**src/rtl/sat_cnt.sv**
```systemverilog
// Saturating up-counter with asynchronous active-low clear.
module sat_cnt #(
    parameter int unsigned Width = 16
) (
    input  logic             clk_i,
    input  logic             rst_ni,
    input  logic             inc_i,
    output logic [Width-1:0] cnt_o
);

    logic [Width-1:0] cnt_q, cnt_d;

    always_comb begin
        cnt_d = cnt_q;
        if (inc_i && (cnt_q != {Width{1'b1}})) begin
            cnt_d = cnt_q + Width'(1);
        end
    end

    always_ff @(posedge clk_i or negedge rst_ni) begin
        if (!rst_ni) begin
            cnt_q <= '0;
        end else begin
            cnt_q <= cnt_d;
        end
    end

    assign cnt_o = cnt_q;

endmodule

```
**config.mk**
```make
export PLATFORM = sky130hd
export DESIGN_NAME = sat_cnt
export DESIGN_NICKNAME = d
export VERILOG_FILES = /design/src/rtl/sat_cnt.sv
export SDC_FILE = /design/constraint.sdc
export NUM_CORES = 1
export LEC_CHECK = 0
export CAP_MARGIN = 30
export CORE_MARGIN = 3
export CORE_UTILIZATION = 50
export DETAILED_ROUTE_END_ITERATION = 16
export DONT_BUFFER_PORTS = 1
export PLACE_DENSITY_LB_ADDON = 0.12
export REMOVE_ABC_BUFFERS = 1
export SLEW_MARGIN = 25
export SYNTH_ARGS = -nofsm -noshare
export SYNTH_HDL_FRONTEND = slang
export SYNTH_SLANG_ARGS = --single-unit
```
**constraint.sdc**
```tcl
create_clock -name clk_i -period 1.57 [get_ports clk_i]
set_clock_uncertainty 0.2 [all_clocks]
set_input_delay 0.0785 -clock clk_i [delete_from_list [all_inputs] [get_ports clk_i]]
set_output_delay 0.0785 -clock clk_i [all_outputs]
set_load 0.01 [all_outputs]
```
# Word-level counts from Yosys, hierarchy flattened
# Cells that the tools add are included.
# classes
n_eq_ne	1
addsub	1
n_reduce_logical	1
# ops
operator	count
adder 16 x 1 -> 16 bit (second input constant)	1
inequality test 16 bit (second input constant)	1
logical AND 1 bit	1
# word_totals
elab_cells	4
output_inout_bits	16
inputBits	3
regBits	16

# Depth between registers and ports, before layout
# logic_depth
word_depth	2
ltp_mapped	5
ltp_nobuf	5

# Worst setup path before layout
# Ideal clock, no wire load.
# synth_timing
path_type	reg-to-reg
start	reg cnt_q[13] (netlist: cnt_o[13])
end	reg cnt_q[1] (netlist: cnt_o[1])
period_less_slack_ns	1.723
path_buffers	0
slack_ns	-0.153
required_ns	1.242
setup_time_ns	0.128
t_arrival_ns	1.395
path_stages_with_launch	5
path_cell_list	dfrtp_1 and4_1 nand3_4 o31ai_4 mux2_1
# synth_via
elab_chain_len	2
# synth_lines
item	line	text
start, declared	11	logic [Width-1:0] cnt_q, cnt_d;
start signal, assigned	24	cnt_q <= cnt_d;
inequality test 16 bit	15	if (inc_i && (cnt_q != {Width{1'b1}})) begin
logical AND 1 bit	15	
# Every way passes these cells.
# A chain may end at the register's enable or synchronous reset.

# Final worst setup path
# layout_timing
start	reg cnt_q[8] (netlist: cnt_o[8])
end	reg cnt_q[1] (netlist: cnt_o[1])
# Same word-level chain as after synthesis.

==> results.md <==
- H-Tree Depth: 1
- Cell area after synthesis: 860 µm²
- Via count: 737
- Setup violators final: 4
- Worst hold-check path type: in2async
- Router iterations before antenna repair: 4
- Crit-path cells: and4_4 -> nand3_4 -> o31ai_4 -> mux2_4
- Max reg flops: 16
- Synth Area per Inst: 11.9 µm²
- Synth Instances: 72
- Initial Utilization: 55.1%
- GP Congestion: 0.826
- Share of post-route cells with drive strength above 1: 44.8%
- Status: finished with violations
- Yosys reg bits: 16
- Crit start category: register
- Diode count: 0
- Worst EP required: 1.54 ns
- Sequential fraction of the synthesis area: 46.6%
- Number of global-route vias before repair: 679
- Wire per inst: 17.5 µm
- Worst Setup End Kind: register
- Power density over cell area: 1210 mW/mm²
- Yosys cell types: 27
- Worst VDD drop: 638 µV
- Dpl cell area: 0.00106 mm²
- # rows: 14
- Die footprint: 0.00225 mm²
- Static leakage: 0.536 nW
- Root Buffer: clkbuf_4
- WL final: 2.12 mm
- Initial DRC Count: 13
- Final ANT Viol Nets: 0
- Synth area leader: dfrtp_1
- Pin count of the biggest net entering global routing: 17
- GRT overflow: 0
- Slew @ Worst Pin: 0.734 ns
- Design area: 0.00117 mm²
- Core area: 0.00156 mm²
- Commonest non-fill, non-tap cell in the layout: buf_4
- WP data arrival: 1.59 ns
- Initial antenna violation count: 0
- Final Critical Period: 1.62 ns
- Number of max-cap violations: 0
- Final nets: 110
- Port bufs: 0
- CTS tree: built
- Critical path class: reg2reg
- CTS Buf Count: 3
- Detailed placement HPWL: 1.49 mm
- Worst setup margin: -0.0501 ns
- Total GRT Usage: 19.1%
- Clk_lat worst skew: 0.29 ns
- Slew Viols, Final: 0
- Synth top area cells: dfrtp_1 47%, nand4_1 5.8%, xnor2_1 5.1%
- Crit share post-route: 103%
- # fillers: 113
- Area grow syn2layout: 36.7%
- CP top delay family: flip-flops
- Ys Warns: 0
- Die height: 47.5 µm
- Failing checks: negative setup slack
- Area share of the largest cell type after synthesis: 46.6%
- Final-report hold violation count: 0
- Most frequent cells in the layout: 25 x buf_4, 16 x dfrtp_1, 8 x nand4_1
- Worst path max stage delay: 0.41 ns
- I/O pin total: 19
- First-pass GRT wire length: 2.96 mm
- Crit-path slowest cell: dfrtp_1
- Slew margin rel.: 50.9%
- R2R depth: 4
- Vias per cell: 6.09
- Clock sink count: 16
- Critical path buffers and inverters: 0
- Number of remaining DRC errors: 0
- Bufs on Longest Clock Path: 2
- Pre-CTS WS: -0.104 ns
- Reg clk slew, reported paths: 0.10 ns
- Die W: 47.5 µm
- RSZ-0062 raised after global routing: true
- WP depth: 4
- CP max FO: 4
- Fmax: 617 MHz
==> synth_stat cells <==
| library cell | count |
|---|---|
| a21oi_1 | 3 |
| a31oi_1 | 3 |
| a32oi_1 | 1 |
| and3_1 | 2 |
| and4_1 | 1 |
| and4_2 | 1 |
| and4_4 | 1 |
| and4b_1 | 1 |
| dfrtp_1 | 16 |
| ha_1 | 1 |
| mux2_1 | 1 |
| nand2_1 | 4 |
| nand3_1 | 5 |
| nand3_4 | 1 |
| nand4_1 | 8 |
| nand4_2 | 1 |
| nand4_4 | 1 |
| nor2_1 | 2 |
| nor2_2 | 1 |
| nor3_2 | 1 |
| nor4_4 | 2 |
| o211ai_1 | 1 |
| o21a_1 | 5 |
| o21ai_0 | 1 |
| o31ai_4 | 1 |
| xnor2_1 | 5 |
| xor2_1 | 2 |
==> through the flow <==
| stage | hold slack, ns | util [%] | power (mW) | TNS [ns] | instances |
|---|---|---|---|---|---|
| detailed placement | -0.417 | 68.0 | 1.04 | -0.198 | 112 |
| CTS | 0.105 | 73.0 | 1.36 | -0.105 | 120 |
| finish | 0.0813 | 75.4 | 1.42 | -0.0987 | 121 |
| floorplan | -0.417 | - | 0.804 | -0.438 | 72 |
| global placement | -0.417 | 68.0 | 1.02 | -0.0459 | 112 |
| global route | 0.142 | 75.4 | 1.49 | -0.556 | 121 |
==> logic make-up (layout without fill, tap and decap cells) <==
logic type | after synthesis | in the layout | share of synthesized area [%]
compound gates | 15 | 15 | 13.2
buf+inv | 0 | 33 | 0
simple gates | 32 | 32 | 30.3
flops | 16 | 16 | 46.6
mux | 1 | 1 | 1.31
xor+xnor | 7 | 7 | 7.13
fa+ha+maj | 1 | 1 | 1.46
==> cell type report <==
class | instances | area [µm²] | share of cell area [%]
well taps | 16 | 20.0 | 1.70
repair buffers | 29 | 230 | 19.6
flip-flops and latches | 16 | 400 | 34.1
clock buffers | 4 | 36.3 | 3.09
multi-input cells | 56 | 488 | 41.5
==> routing by layer <==
metal  vias up  GRT usage [%]  wire length, µm
met1       368           25.7              945
li1        349              -                -
met4         0           6.63               10
met3         2           6.02              120
met2        18           28.9             1050
met5         -              0                0
==> repair_timing <==
item,4_1_cts,5_1_grt
endpoints found under the setup margin,5,12
hold buffers,2,0
pin swaps,1,1
hold endpoints to repair,22,0
buffers inserted,2,1
resized for setup,2,8
==> path summary, 6_finish.rpt <==
kind,start,slack [ns],to
min in group clk_i,cnt_o[15],0.40,cnt_o[15]
worst min register to register,cnt_o[15],0.40,cnt_o[15]
worst max register to register,cnt_o[8],-0.05,cnt_o[1]
worst min-delay path,rst_ni,0.08,cnt_o[0]
max in group asynchronous,rst_ni,0.62,cnt_o[11]
worst max-delay path,cnt_o[8],-0.05,cnt_o[1]
==> power by group <==
group	total (mW)	switching (mW)	leakage [nW]	internal, mW
Clock	0.275	0.134	0.0210	0.141
Combinational	0.565	0.285	0.303	0.280
Sequential	0.581	0.0895	0.213	0.492
Total	1.42	0.509	0.536	0.913
Power figures use the tool's default switching activity.
